$ cat config.mk
export PLATFORM = sky130hd
export DESIGN_NAME = cp0_except_commit
export DESIGN_NICKNAME = d
export VERILOG_FILES = /design/src/rtl/cp0_except_commit.sv
export SDC_FILE = /design/constraint.sdc
export NUM_CORES = 1
export LEC_CHECK = 0
export ABC_AREA = 1
export BUFFER_PORTS_ARGS = -buffer_cell sky130_fd_sc_hd__buf_2
export CELL_PAD_IN_SITES_DETAIL_PLACEMENT = 1
export CELL_PAD_IN_SITES_GLOBAL_PLACEMENT = 2
export CORE_MARGIN = 5
export CORE_UTILIZATION = 30
export CTS_CLUSTER_SIZE = 8
export DETAILED_ROUTE_END_ITERATION = 8
export GPL_ROUTABILITY_DRIVEN = 0
export GPL_TIMING_DRIVEN = 1
export PLACE_DENSITY_LB_ADDON = 0.1
export SLEW_MARGIN = 20
export SYNTH_ARGS = -nofsm -noshare
export SYNTH_HDL_FRONTEND = slang
export SYNTH_SLANG_ARGS = --single-unit
$ cat constraint.sdc
create_clock -name clk -period 5.15 [get_ports clk]
set_clock_uncertainty 0.2 [all_clocks]
set_input_delay 0.515 -clock clk [delete_from_list [all_inputs] [get_ports clk]]
set_output_delay 0.515 -clock clk [all_outputs]
set_load 0.02 [all_outputs]
$ cat src/rtl/cp0_except_commit.sv
// CP0 register file with exception/ERET commit, Count/Compare timer and interrupt pending logic.
// The except_req and cp0_regs records are carried as flat except_* / cp0_* ports.
module cp0_except_commit #(
  parameter logic [31:0] EBASE_RESET = 32'h8000_0000,
  parameter int unsigned COUNT_DIV   = 2
) (
  input  logic        clk,
  input  logic        rst_n,
  input  logic        except_valid,
  input  logic        except_eret,
  input  logic [4:0]  except_code,
  input  logic [31:0] except_extra,
  input  logic [31:0] except_pc,
  input  logic        except_delayslot,
  input  logic        wr_en,
  input  logic [4:0]  wr_addr,
  input  logic [2:0]  wr_sel,
  input  logic [31:0] wr_data,
  input  logic [4:0]  rd_addr,
  input  logic [2:0]  rd_sel,
  output logic [31:0] rd_data,
  input  logic [5:0]  hw_int,
  output logic [31:0] cp0_status,
  output logic [31:0] cp0_cause,
  output logic [31:0] cp0_epc,
  output logic [31:0] cp0_error_epc,
  output logic [31:0] cp0_ebase,
  output logic [7:0]  interrupt_req
);

  localparam logic [7:0] KeyBadVAddr = {5'd8, 3'd0};
  localparam logic [7:0] KeyCount    = {5'd9, 3'd0};
  localparam logic [7:0] KeyCompare  = {5'd11, 3'd0};
  localparam logic [7:0] KeyStatus   = {5'd12, 3'd0};
  localparam logic [7:0] KeyCause    = {5'd13, 3'd0};
  localparam logic [7:0] KeyEpc      = {5'd14, 3'd0};
  localparam logic [7:0] KeyEbase    = {5'd15, 3'd1};
  localparam logic [7:0] KeyErrorEpc = {5'd30, 3'd0};

  // Status fields
  logic        bev_q, bev_d, erl_q, erl_d, exl_q, exl_d, ie_q, ie_d;
  logic [7:0]  im_q, im_d;
  // Cause fields
  logic        bd_q, bd_d, ti_q, ti_d, iv_q, iv_d;
  logic [7:0]  ip_q, ip_d;
  logic [4:0]  exc_code_q, exc_code_d;
  // Full-width registers
  logic [31:0] count_q, count_d, compare_q, compare_d;
  logic [31:0] epc_q, epc_d, error_epc_q, error_epc_d, badvaddr_q, badvaddr_d;
  logic [17:0] ebase_q, ebase_d;
  logic        div_q, div_d;
  logic [5:0]  hw_int_q;
  logic [7:0]  interrupt_req_q, interrupt_req_d;

  logic [7:0]  wr_key, rd_key;
  logic        mtc0, commit, eret, tick, count_wr, compare_wr, ti_set;
  logic [31:0] count_inc;
  logic [31:0] status_word, cause_word;

  assign wr_key     = {wr_addr, wr_sel};
  assign rd_key     = {rd_addr, rd_sel};
  // Any commit (exception or ERET) drops a same-cycle MTC0 entirely
  assign mtc0       = wr_en && !except_valid;
  assign commit     = except_valid && !except_eret;
  assign eret       = except_valid && except_eret;
  assign count_wr   = mtc0 && (wr_key == KeyCount);
  assign compare_wr = mtc0 && (wr_key == KeyCompare);
  assign tick       = (COUNT_DIV == 32'd1) || div_q;
  assign count_inc  = count_q + 32'd1;
  assign ti_set     = tick && !count_wr && (count_inc == compare_q);

  assign status_word = {9'b0, bev_q, 6'b0, im_q, 5'b0, erl_q, exl_q, ie_q};
  assign cause_word  = {bd_q, ti_q, 6'b0, iv_q, 7'b0, ip_q, 1'b0, exc_code_q, 2'b0};

  always_comb begin
    bev_d           = bev_q;
    erl_d           = erl_q;
    exl_d           = exl_q;
    ie_d            = ie_q;
    im_d            = im_q;
    bd_d            = bd_q;
    ti_d            = ti_q;
    iv_d            = iv_q;
    ip_d            = ip_q;
    exc_code_d      = exc_code_q;
    count_d         = count_q;
    compare_d       = compare_q;
    epc_d           = epc_q;
    error_epc_d     = error_epc_q;
    badvaddr_d      = badvaddr_q;
    ebase_d         = ebase_q;
    div_d           = tick ? 1'b0 : 1'b1;
    interrupt_req_d = interrupt_req_q;

    if (tick) begin
      count_d = count_inc;
    end

    if (mtc0) begin
      case (wr_key)
        KeyCount: begin
          count_d = wr_data;
          div_d   = 1'b0;
        end
        KeyCompare: compare_d = wr_data;
        KeyStatus: begin
          bev_d = wr_data[22];
          im_d  = wr_data[15:8];
          erl_d = wr_data[2];
          exl_d = wr_data[1];
          ie_d  = wr_data[0];
        end
        KeyCause: begin
          ip_d[1:0] = wr_data[9:8];
          iv_d      = wr_data[23];
        end
        KeyEpc:      epc_d       = wr_data;
        KeyEbase:    ebase_d     = wr_data[29:12];
        KeyErrorEpc: error_epc_d = wr_data;
        default: ;
      endcase
    end

    if (commit) begin
      // Nested exceptions keep the original return point
      if (!exl_q) begin
        epc_d = except_delayslot ? except_pc - 32'd4 : except_pc;
        bd_d  = except_delayslot;
      end
      exc_code_d = except_code;
      exl_d      = 1'b1;
      if (except_code >= 5'd1 && except_code <= 5'd5) begin
        badvaddr_d = except_extra;
      end
    end else if (eret) begin
      if (erl_q) begin
        erl_d = 1'b0;
      end else begin
        exl_d = 1'b0;
      end
    end

    // Compare write clears TI even if the same increment would have matched
    if (compare_wr) begin
      ti_d = 1'b0;
    end else if (ti_set) begin
      ti_d = 1'b1;
    end

    ip_d[7:2]       = {hw_int_q[5] | ti_d, hw_int_q[4:0]};
    interrupt_req_d = ip_d & im_d;
  end

  always_ff @(posedge clk) begin
    if (!rst_n) begin
      bev_q           <= 1'b1;
      erl_q           <= 1'b1;
      exl_q           <= 1'b0;
      ie_q            <= 1'b0;
      im_q            <= 8'h00;
      bd_q            <= 1'b0;
      ti_q            <= 1'b0;
      iv_q            <= 1'b0;
      ip_q            <= 8'h00;
      exc_code_q      <= 5'd0;
      count_q         <= 32'd0;
      compare_q       <= 32'd0;
      epc_q           <= 32'd0;
      error_epc_q     <= 32'd0;
      badvaddr_q      <= 32'd0;
      ebase_q         <= EBASE_RESET[29:12];
      div_q           <= 1'b0;
      hw_int_q        <= 6'd0;
      interrupt_req_q <= 8'h00;
    end else begin
      bev_q           <= bev_d;
      erl_q           <= erl_d;
      exl_q           <= exl_d;
      ie_q            <= ie_d;
      im_q            <= im_d;
      bd_q            <= bd_d;
      ti_q            <= ti_d;
      iv_q            <= iv_d;
      ip_q            <= ip_d;
      exc_code_q      <= exc_code_d;
      count_q         <= count_d;
      compare_q       <= compare_d;
      epc_q           <= epc_d;
      error_epc_q     <= error_epc_d;
      badvaddr_q      <= badvaddr_d;
      ebase_q         <= ebase_d;
      div_q           <= div_d;
      hw_int_q        <= hw_int;
      interrupt_req_q <= interrupt_req_d;
    end
  end

  always_comb begin
    rd_data = 32'd0;
    case (rd_key)
      KeyBadVAddr: rd_data = badvaddr_q;
      KeyCount:    rd_data = count_q;
      KeyCompare:  rd_data = compare_q;
      KeyStatus:   rd_data = status_word;
      KeyCause:    rd_data = cause_word;
      KeyEpc:      rd_data = epc_q;
      KeyEbase:    rd_data = {2'b10, ebase_q, 12'h000};
      KeyErrorEpc: rd_data = error_epc_q;
      default:     rd_data = 32'd0;
    endcase
  end

  assign cp0_status    = status_word;
  assign cp0_cause     = cause_word;
  assign cp0_epc       = epc_q;
  assign cp0_error_epc = error_epc_q;
  assign cp0_ebase     = {2'b10, ebase_q, 12'h000};
  assign interrupt_req = interrupt_req_q;

endmodule
# Yosys cells after proc, flatten, opt, wreduce, memory -nomap -nowiden
# Cells that the tools add are included.
[word_totals] reg_bits=221 out_inout_bits=200
[classes] n_addsub=2 magnitude_cmp=2 eq_ne=16 mux=28 bitwise_logic=3 n_reduce_logical=18
[ops] cell="2-to-1 mux 32 bit" count=8
[ops] cell="one-hot mux 32 bit (8 select lines)" count=1
[ops] cell="== test 8 x 7 -> 1 bit, second input constant" count=13
[ops] cell="adder 32 x 1 -> 32 bit, second input constant" count=1
[ops] cell="== test 32 bit" count=1
[ops] cell="subtractor 32 x 3 -> 32 bit, second input constant" count=1
[ops] cell="== test 8 bit, second input constant" count=2
[ops] cell="2-to-1 mux 8 bit" count=2
[ops] cell="2-to-1 mux 1 bit" count=15
[ops] cell="AND reduction 2 bit" count=7
[ops] cell="AND 8 bit" count=1
[ops] cell="logical AND 1 bit" count=8
[ops] cell="greater-or-equal comparator 5 x 1 -> 1 bit, second input constant" count=1
[ops] cell="<= comparator 5 x 3 -> 1 bit, second input constant" count=1
[ops] cell="2-to-1 mux 2 bit" count=2
[ops] cell="zero test 1 bit" count=3
[ops] cell="inverter 1 bit" count=1
[ops] cell="bitwise OR 1 bit" count=1

# Longest topological paths before layout
# Gate-level depths: netlist of run 1.
[logic_depth] ltp_word=10 mapped_depth=18 depth_no_buf=18

# Least setup slack after synthesis of run 1
# Ideal clock, no wire load.
[synth_timing] kind="input port to output port" from="in rd_sel[1]" to="out rd_data[26]" t_arrival_ns=1.925 t_required_ns=4.435 setup_slack_ns=2.510 cell_stages=9 n_path_buf=2 cell_sequence="nor2_1 > nand2_1 > nor2_1 > nand2_1 > inv_1 > clkbuf_1 > clkbuf_1 > nand2_1 > o2111ai_1"
[synth_between] elab_chain_cells=2
[synth_lines] element="start: declaration" line="20" text="input logic [2:0] rd_sel,"
[synth_lines] element="== test 8 bit or == test 8 x 7 -> 1 bit (tied branches)" line="200" text="case (rd_key)"
[synth_lines] element="one-hot mux 32 bit (8 select lines) (*)" line="200"
[synth_lines] element="end: declaration" line="21" text="output logic [31:0] rd_data,"
# Mark *: on every way between the ends. The rest lies on a longest branch, timed or not.

# Worst setup path after layout of run 1
[layout_timing] from="in rd_addr[3]" to="out rd_data[6]"
[layout_between] elab_chain_cells=2
[layout_lines] element="start: declaration" line="19" text="input logic [4:0] rd_addr,"
[layout_lines] element="== test 8 bit or == test 8 x 7 -> 1 bit (tied branches)" line="200"
[layout_lines] element="one-hot mux 32 bit (8 select lines) (*)" line="200"
# Marks and branches as above.

==> results of run 1 <==
cells in the final DEF, fill, tap and decap left out, drive strengths merged, types with 6 or more instances in the layout:
| cell type | instances |
|---|---|
| nand2 | 355 |
| nor4 | 11 |
| a21oi | 213 |
| nor2 | 179 |
| a221oi | 30 |
| inv | 222 |
| dlygate4sd3 | 9 |
| nand4 | 25 |
| o211ai | 10 |
| clkbuf | 34 |
| nor3 | 16 |
| dfxtp | 221 |
| buf | 296 |
| o22ai | 26 |
| o21ai | 197 |
| o2111ai | 11 |
| conb | 50 |
| a211oi | 17 |
| nand3 | 89 |
| and2 | 6 |
| nand3b | 9 |
power by group through the flow:
stage,clock (mW),combinational (mW),sequential [mW]
after CTS,1.86,0.426,1.80
after detailed placement,0,0.419,1.83
after floorplan,0,0.241,1.84
after global placement,0,0.413,1.83
final,1.81,0.426,1.80
after global routing,1.93,0.468,1.80
worst max-delay path by stage:
stage                        endpoint  cells after the start
after floorplan           rd_data[26]                      9
after global placement     rd_data[6]                     12
after detailed placement   rd_data[6]                     12
after CTS                  rd_data[6]                     12
after global routing       rd_data[6]                     12
final                      rd_data[6]                     12
routing by layer:
metal | vias to the layer above | routed length [um]
li1 | 6496 | -
met1 | 6525 | 27910
met2 | 431 | 26840
met3 | 76 | 4505
met4 | 0 | 1347
met5 | - | 0
logic make-up after synthesis:
group	Yosys count	synth area share (%)
fa+ha+maj	2	0.2040
xor+xnor	9	0.9895
buf+inv	371	13.16
compound gates	527	24.25
other cells	2	0.06123
mux	1	0.08161
flops	221	36.07
simple gates	698	25.19
synth_stat cells (10+ instances only):
cell type	number
a221oi_1	30
nor3_1	15
nand2_1	344
nand3_1	87
a21oi_1	213
a211oi_1	17
o21ai_0	193
o22ai_1	26
o2111ai_1	11
nor2_1	168
inv_1	219
nand4_1	25
clkbuf_1	81
o211ai_1	10
buf_4	57
dfxtp_1	221
layout make-up:
cell class                 instances  share of cell area, %
inverter                         225                  5.705
clock buffer                      34                  5.316
multi-input combinational       1287                  43.64
tap                              532                  4.496
timing repair buffer             305                  10.94
antenna                            1                0.01690
sequential                       221                  29.89
stage by stage:
stage               hold slack [ps]  util [%]  power [mW]  instances
CTS                           9.694     36.42       4.084       2604
global placement              207.5     34.26       2.247       2561
detailed placement            214.2     34.26       2.253       2561
finish                        36.93     36.42       4.039       2605
global route                  39.97     36.42       4.196       2605
floorplan                     201.8         -       2.078       1879
tightest hold or removal path: cells and delay by family:
| family | cells | cell delay [ps] |
|---|---|---|
| buffers and inverters | 1 | 70 |
| AOI/OAI and AO/OA | 2 | 170 |
registers in the layout, summed over array words and instances (netlist names), 5 cells and up:
name / cells
hw_int_q: 6
ip_q: 8
cp0_epc: 32
cp0_error_epc: 32
compare_q: 32
im_q: 8
interrupt_req: 8
count_q: 32
exc_code_q: 5
badvaddr_q: 32
ebase_q: 18
==> results.sh, run 1 <==
export IMPL_cts_root_buffer="clkbuf_16"
export IMPL_crit_chain="buf_2 -> inv_1 -> nor2_1 -> inv_1 -> nor2_1 -> buf_4 -> nand2_1 -> clkinv_1 -> buf_4 -> a221oi_1 -> o221ai_1 -> buf_2"
export IMPL_p_per_area_mw_per_mm2=272.8
export IMPL_worstPathArrival_ps=3040
export IMPL_netlist_area_mm2=0.01227
export IMPL_critPathBufInv=7
export IMPL_nFillCells=5222
export IMPL_postCtsHoldBufs=9
export IMPL_place_area_mm2=0.01392
export IMPL_path_clk_slew_ps=50
export IMPL_r2r_end="ip_q[7]$_SDFF_PN0_"
export IMPL_r2r_start="count_q[0]$_SDFF_PN0_"
export IMPL_pwr_share_seq_pct=44.6
export IMPL_grt_util_all_layers_pct=25.89
export IMPL_clock_latency_ps=570
export IMPL_grt_pass1_wl_mm=88.39
export IMPL_worstPathMaxFanout=21
export IMPL_ys_warn_count=0
export IMPL_initial_core_util_pct=30.18
export IMPL_final_antenna_net_count=0
export IMPL_clock_sinks=221
export IMPL_ys_types=52
export IMPL_async_reset_ff_share_pct=0
export IMPL_reg2reg_depth=15
export IMPL_netSwitchingFraction_pct=27.57
export IMPL_fin_nets=2202
export IMPL_p_leak_nw=6.630
export IMPL_start_kind="input port"
export IMPL_finalSetupTns_ps=0
export IMPL_row_count=74
export IMPL_worstHoldPathCells=3
export IMPL_critPathTopFamily="buffers and inverters"
export IMPL_clkPwrFrac_pct=44.9
export IMPL_syn_to_final_growth_pct=20.70
export IMPL_grt_max_degree=65
export IMPL_grt_busiest_layer="met2"
export IMPL_grt_pass1_vias=13620
export IMPL_ys_flop_type="dfxtp_1"
export IMPL_totalWireLength_mm=60.60
export IMPL_grt_use_met2_pct=40.69
export IMPL_multi_input_area_mm2=0.006461
export IMPL_hold_class="in2reg"
export IMPL_end_kind="output port"
export IMPL_synth_top_area_cell="dfxtp_1"
export IMPL_r2r_setup_slack_ps=2280
export IMPL_startpoint="rd_addr[3]"
export IMPL_combPwrFrac_pct=10.6
export IMPL_timing_fmax_mhz=266.5
export IMPL_min_to="badvaddr_q[28]$_SDFFE_PN0P_"
export IMPL_via_per_inst=5.193
export IMPL_layout_min_cycle_time_ps=3752
export IMPL_io_pins=329
export IMPL_cellInternalPower_mw=2.925
export IMPL_via_count=13530
export IMPL_dp_hpwl_mm=47.31
export IMPL_cts_buffers=31
export IMPL_place_ws_ps=1491
export IMPL_setup_viol_count_final=0
export IMPL_p_sw_mw=1.113
export IMPL_synth_top_area_share_pct=36.07
export IMPL_io_buffer_count=278
export IMPL_post_route_drc_count=0
export IMPL_die_area_mm2=0.04503
export IMPL_maxSlewHeadroom_pct=34.83
export IMPL_worstSetupPathType="in2out"
export IMPL_worst_slack_ps=1398
export IMPL_avgSynthCellArea_um2=6.699
export IMPL_ff_latch_area_mm2=0.004424
export IMPL_cts_setup_buffers=0
export IMPL_hold_violations=0
export IMPL_post_drt_wl_per_cell_um=23.26
export IMPL_worst_slew_pin_slew_ps=976.5
export IMPL_core_mm2=0.04065
export IMPL_gr_usage_met3_pct=5.445
export IMPL_synthTopCellsByArea="dfxtp_1, nand2_1, a21oi_1"
export IMPL_ir_worst_vdd_mv=0.2249
export IMPL_firstDrtPassIters=6
export IMPL_drt_iter0_drc=930
export IMPL_crit_slowest_cell="a221oi_1"
export IMPL_ys_seq_area_share_pct=36.07
export IMPL_h_tree_depth=1
export IMPL_worstPathRequired_ps=4430
export IMPL_cts_resized=0
export IMPL_cts_tree="built"
export IMPL_slew_violations=0
export IMPL_die_x_um=212.2
export IMPL_critPathMaxStageDelay_ps=570
export IMPL_drive_above_1_share_pct=17.81
export IMPL_cts_path_max_buffers=3
export IMPL_die_h_um=212.2
export IMPL_rsz0062_at_grt="no"
export IMPL_overflow=0
export IMPL_synth_edff_count=0
export IMPL_hold_path_startpoint="except_extra[28]"
export IMPL_post_route_period_util_pct=72.86
export IMPL_synthCells=1831
export IMPL_final_cell_area_mm2=0.01480
export IMPL_drv_cap=0
export IMPL_synth_seq_cells=221
export IMPL_outcome="finished, final reports clean"
export IMPL_grt_antenna_before_repair=2
export IMPL_grt_use_met1_pct=36.71
Power figures use the tool's default switching activity.
==> inputs of run 2 (changes only) <==
CORE_UTILIZATION = 28   (was 30)
clock period = 3.7 ns   (was 5.15 ns; I/O delays follow)
==> results.sh, run 2 (synthesized netlist as in run 1, its figures left out) <==
export IMPL_outcome="finished, final reports clean"
export IMPL_hold_class="in2reg"
export IMPL_maxSlewHeadroom_pct=33.62
export IMPL_grt_max_degree=162
export IMPL_slew_violations=0
export IMPL_die_area_mm2=0.04809
export IMPL_final_antenna_net_count=0
export IMPL_clock_latency_ps=560
export IMPL_via_count=13760
export IMPL_initial_core_util_pct=28.41
export IMPL_h_tree_depth=1
export IMPL_p_leak_nw=7.056
export IMPL_multi_input_area_mm2=0.006461
export IMPL_post_drt_wl_per_cell_um=22.61
export IMPL_worstPathArrival_ps=3390
export IMPL_final_common_cell="nand2_1"
export IMPL_ff_latch_area_mm2=0.004424
export IMPL_grt_pass1_wl_mm=90.84
export IMPL_critPathTopFamily="buffers and inverters"
export IMPL_rsz0062_at_grt="no"
export IMPL_syn_to_final_growth_pct=28.84
export IMPL_totalWireLength_mm=62.17
export IMPL_post_route_drc_count=0
export IMPL_total_power_mw=5.695
export IMPL_timing_fmax_mhz=324.5
export IMPL_post_route_period_util_pct=83.29
export IMPL_worst_slew_pin_slew_ps=989.6
export IMPL_cts_buffers=31
export IMPL_grt_antenna_before_repair=0
export IMPL_cts_tree="built"
export IMPL_dp_hpwl_mm=48.59
export IMPL_cts_setup_buffers=0
export IMPL_hold_violations=0
export IMPL_place_area_mm2=0.01413
export IMPL_p_per_area_mw_per_mm2=360.4
export IMPL_crit_chain="dlygate4sd3_1 -> buf_2 -> inv_1 -> ha_1 -> nand3_1 -> inv_1 -> nand2_1 -> nor2_1 -> nand2_1 -> nor2_1 -> nand4_1 -> o21ai_0 -> a21oi_1 -> a211oi_1 -> dlygate4sd3_1"
export IMPL_cts_root_buffer="clkbuf_16"
export IMPL_row_count=76
export IMPL_via_per_inst=5.003
export IMPL_finalSetupTns_ps=0
export IMPL_die_h_um=219.3
export IMPL_cts_path_max_buffers=3
export IMPL_io_buffer_count=278
export IMPL_die_x_um=219.3
export IMPL_worstPathMaxFanout=4
export IMPL_nFillCells=5626
export IMPL_critPathMaxStageDelay_ps=580
export IMPL_fin_nets=2296
export IMPL_firstDrtPassIters=5
export IMPL_grt_util_all_layers_pct=24.97
export IMPL_clock_sinks=221
export IMPL_setup_viol_count_final=0
export IMPL_drt_iter0_drc=905
export IMPL_ir_worst_vdd_mv=0.2612
export IMPL_grt_pass1_vias=14000
export IMPL_final_cell_mix="nand2_1, buf_2, dfxtp_1, inv_1, a21oi_1"
export IMPL_critPathBufInv=5
export IMPL_worstPathRequired_ps=4010
export IMPL_drv_cap=0
export IMPL_overflow=0
export IMPL_core_mm2=0.04317
export IMPL_drive_above_1_share_pct=17.78
export IMPL_layout_min_cycle_time_ps=3082
export IMPL_worstSetupPathType="in2reg"
export IMPL_path_clk_slew_ps=50
export IMPL_start_kind="input port"
export IMPL_io_pins=329
export IMPL_final_util_pct=36.60
export IMPL_final_cell_area_mm2=0.01580
export IMPL_n_antenna_cell=0
export IMPL_end_kind="register"
export IMPL_crit_slowest_cell="dlygate4sd3_1"
-- run 2: worst paths after layout --
path / from / endpoint / slack [ps] / cells after the start
hold reg to reg: hw_int_q[2]$_SDFF_PN0_ / ip_q[4]$_SDFF_PN0_ / 230 / 2
hold / removal: wr_addr[1] / iv_q$_SDFFE_PN0P_ / 20 / 4
setup reg to reg: exl_q$_SDFF_PN0_ / cp0_epc[29]$_SDFF_PN0_ / 830 / 6
setup / recovery: except_pc[3] / cp0_epc[18]$_SDFF_PN0_ / 620 / 15
-- run 2: layout make-up --
class | instances | share of cell area (%)
multi-input combinational | 1287 | 40.89
sequential | 221 | 28.00
timing repair buffer | 399 | 16.12
inverter | 225 | 5.344
clock buffer | 33 | 5.020
tap | 585 | 4.632
-- run 2: what timing repair did --
item	CTS	global route
hold endpoints to repair	111	0
resized for setup	0	0
hold buffers	88	0
-- run 2: through the flow --
stage	hold slack, ps	instances	worst slack [ps]
finish	19.21	2750	618.4
CTS	0.3542	2750	633.0
global route	21.74	2750	298.6
global placement	209.8	2629	680.1
detailed placement	220.3	2629	686.0
floorplan	201.8	1879	1350
-- run 2: per-layer routing --
| metal | GRT usage, % | vias to the layer above | share of wire (%) |
|---|---|---|---|
| li1 | - | 6681 | - |
| met1 | 35.45 | 6631 | 48 |
| met2 | 39.27 | 372 | 44 |
| met3 | 4.828 | 75 | 6.4 |
| met4 | 5.673 | 0 | 2.3 |
| met5 | 0 | - | 0 |
-- run 2: power breakdown --
part / internal [mW] / leakage (nW) / total (mW) / switching [mW]
Sequential: 2.44 / 1.79 / 2.50 / 0.0617
Clock: 1.47 / 0.390 / 2.53 / 1.05
Combinational: 0.229 / 4.87 / 0.668 / 0.439
Total: 4.14 / 7.06 / 5.70 / 1.55
-- run 2: worst reg2reg max path: cells and delay by family, from the launching register on --
family | cells | cell delay (ps)
buffers and inverters | 2 | 1370
AO/OA/AOI/OAI | 3 | 660
flip-flops | 1 | 350
AND/OR/NAND/NOR | 1 | 190
==> inputs of run 3 (changes only) <==
ABC_AREA = 0   (was 1)
CORE_UTILIZATION = 30   (was 28)
clock period = 3.1 ns   (was 3.7 ns; I/O delays follow)
==> results.sh, run 3 <==
export IMPL_maxSlewHeadroom_pct=49.58
export IMPL_final_common_cell="buf_2"
export IMPL_die_h_um=211.0
export IMPL_timing_fmax_mhz=329.3
export IMPL_startpoint="count_q[1]$_SDFF_PN0_"
export IMPL_avgSynthCellArea_um2=7.885
export IMPL_firstDrtPassIters=5
export IMPL_hold_path_startpoint="wr_data[13]"
export IMPL_drive_above_1_share_pct=22.21
export IMPL_pwr_share_seq_pct=41.4
export IMPL_hold_class="in2reg"
export IMPL_layout_min_cycle_time_ps=3037
export IMPL_grt_max_degree=79
export IMPL_worst_slew_pin_slew_ps=756.3
export IMPL_worstPathArrival_ps=3290
export IMPL_drt_iter0_drc=656
export IMPL_yosysMostFrequentCell="nand2_1"
export IMPL_grt_pass1_wl_mm=81.16
export IMPL_clkPwrFrac_pct=48.3
export IMPL_cts_root_buffer="clkbuf_16"
export IMPL_finalSetupTns_ps=0
export IMPL_setup_viol_count_final=0
export IMPL_async_reset_ff_share_pct=0
export IMPL_netlist_top_cells_count="nand2_1, dfxtp_1, a21oi_1"
export IMPL_post_route_period_util_pct=97.96
export IMPL_totalWireLength_mm=55.13
export IMPL_final_cell_mix="buf_2, nand2_1, dfxtp_1, a21oi_1, nor2_1"
export IMPL_cts_buffers=34
export IMPL_post_route_drc_count=0
export IMPL_p_per_area_mw_per_mm2=445.3
export IMPL_synthTopCellsByArea="dfxtp_1, nand2_1, mux2i_1"
export IMPL_grt_antenna_before_repair=6
export IMPL_ys_seq_area_share_pct=36.51
export IMPL_p_leak_nw=6.725
export IMPL_initial_core_util_pct=30.43
export IMPL_h_tree_depth=2
export IMPL_grt_pass1_vias=12980
export IMPL_syn_to_final_growth_pct=32.39
export IMPL_worstPathRequired_ps=3360
export IMPL_clock_sinks=221
export IMPL_die_x_um=211.0
export IMPL_final_antenna_net_count=0
export IMPL_cts_setup_buffers=0
export IMPL_grt_util_all_layers_pct=23.69
export IMPL_cts_path_max_buffers=3
export IMPL_hold_violations=0
export IMPL_slew_violations=0
export IMPL_core_mm2=0.03982
export IMPL_cts_resized=0
export IMPL_worstSetupPathType="reg2reg"
export IMPL_row_count=73
export IMPL_io_pins=329
export IMPL_overflow=0
export IMPL_end_kind="register"
export IMPL_ys_warn_count=0
export IMPL_p_sw_mw=1.835
export IMPL_synth_seq_cells=221
export IMPL_dp_cells=2273
export IMPL_outcome="finished, final reports clean"
export IMPL_via_per_inst=5.119
export IMPL_worstPathMaxFanout=7
export IMPL_instances_no_fill=2419
export IMPL_worstHoldPathCells=3
export IMPL_netSwitchingFraction_pct=25.68
export IMPL_synth_top_area_share_pct=36.51
export IMPL_cellInternalPower_mw=5.311
export IMPL_io_buffer_count=278
export IMPL_ir_worst_vdd_mv=0.3263
export IMPL_start_kind="register"
export IMPL_cts_tree="built"
export IMPL_synthCells=1537
export IMPL_combPwrFrac_pct=10.3
export IMPL_dp_hpwl_mm=41.47
export IMPL_post_drt_wl_per_cell_um=22.79
export IMPL_r2r_setup_slack_ps=60
export IMPL_path_clk_slew_ps=50
export IMPL_r2r_start="count_q[1]$_SDFF_PN0_"
export IMPL_netlist_area_mm2=0.01212
export IMPL_clock_latency_ps=510
export IMPL_drv_cap=0
export IMPL_rsz0062_at_grt="no"
export IMPL_die_area_mm2=0.04452
export IMPL_synth_top_area_cell="dfxtp_1"
export IMPL_synth_edff_count=0
export IMPL_final_util_pct=40.29
export IMPL_via_count=12380
export IMPL_fin_nets=2016
export IMPL_ys_flop_type="dfxtp_1"
export IMPL_reg2reg_depth=10
export IMPL_ys_types=70
run 3: cell families (layout without fill, tap and decap cells):
family | count (synthesis) | count (layout) | synth area share, %
AOI/OAI and AO/OA | 316 | 316 | 15.91
xor gates and xnor gates | 95 | 95 | 6.866
adders and majority gates | 2 | 2 | 0.2065
buffers and inverters | 186 | 492 | 7.908
DFF | 221 | 221 | 36.51
muxes | 111 | 111 | 9.395
other | 2 | 53 | 0.06197
and+or+nand+nor | 604 | 604 | 23.15
run 3: power groups by stage:
stage,Clock [mW],Combinational [mW],Sequential [mW]
floorplan,0,0.337,3.03
global placement,0,0.635,3.01
detailed placement,0,0.643,3.01
CTS,3.54,0.742,2.95
global route,3.66,0.794,2.96
finish,3.45,0.736,2.96
run 3: what timing repair did:
action | in CTS | in global routing
endpoints found under the setup margin | 0 | 0
hold buffers | 101 | 0
hold endpoints to repair | 157 | 0
run 3: cell type report:
| class | count | area, um^2 |
|---|---|---|
| clock inverters | 1 | 8.758 |
| repair buffers | 445 | 3023 |
| flip-flops and latches | 221 | 4424 |
| clock buffers | 41 | 950.9 |
| inverters | 5 | 23.77 |
| well taps | 525 | 656.9 |
| diodes | 3 | 7.507 |
| multi-input cells | 1178 | 6949 |
| fillers | 4877 | 23780 |
run 3: path summary, 6_finish.rpt:
path / to
max: ti_q$_SDFF_PN0_
min: compare_q[13]$_SDFFE_PN0P_
max reg2reg: ti_q$_SDFF_PN0_
min reg2reg: interrupt_req[4]$_SDFF_PN0_
run 3: metal layers:
metal / track usage (%) / wire length (um) / up-vias
li1: - / - / 5921
met4: 9.256 / 2283 / 4
met5: 0 / 21 / -
met2: 41.01 / 27030 / 303
met1: 28.99 / 23070 / 6069
met3: 4.649 / 2721 / 87
run 3: metrics by stage:
step           area (um^2)  hold slack (ps)  worst slack (ps)  total power [mW]
2_1_floorplan        12300            220.9             364.6             3.371
3_3_place_gp         14070            224.2             82.06             3.647
3_5_place_dp         14070            237.5             50.91             3.655
4_1_cts              16040            2.851             139.9             7.236
5_1_grt              16040           0.3839             7.674             7.415
6_report             16040            6.274             63.20             7.145
run 3: critical path: stages (launching register included):
cell,delay (ps)
dfxtp_1,420
ha_1,210
buf_4,150
nand2_1,130
nor4_1,450
and3_1,220
o22ai_1,100
nor4b_1,650
buf_4,230
nand4_1,120
nand2_1,100
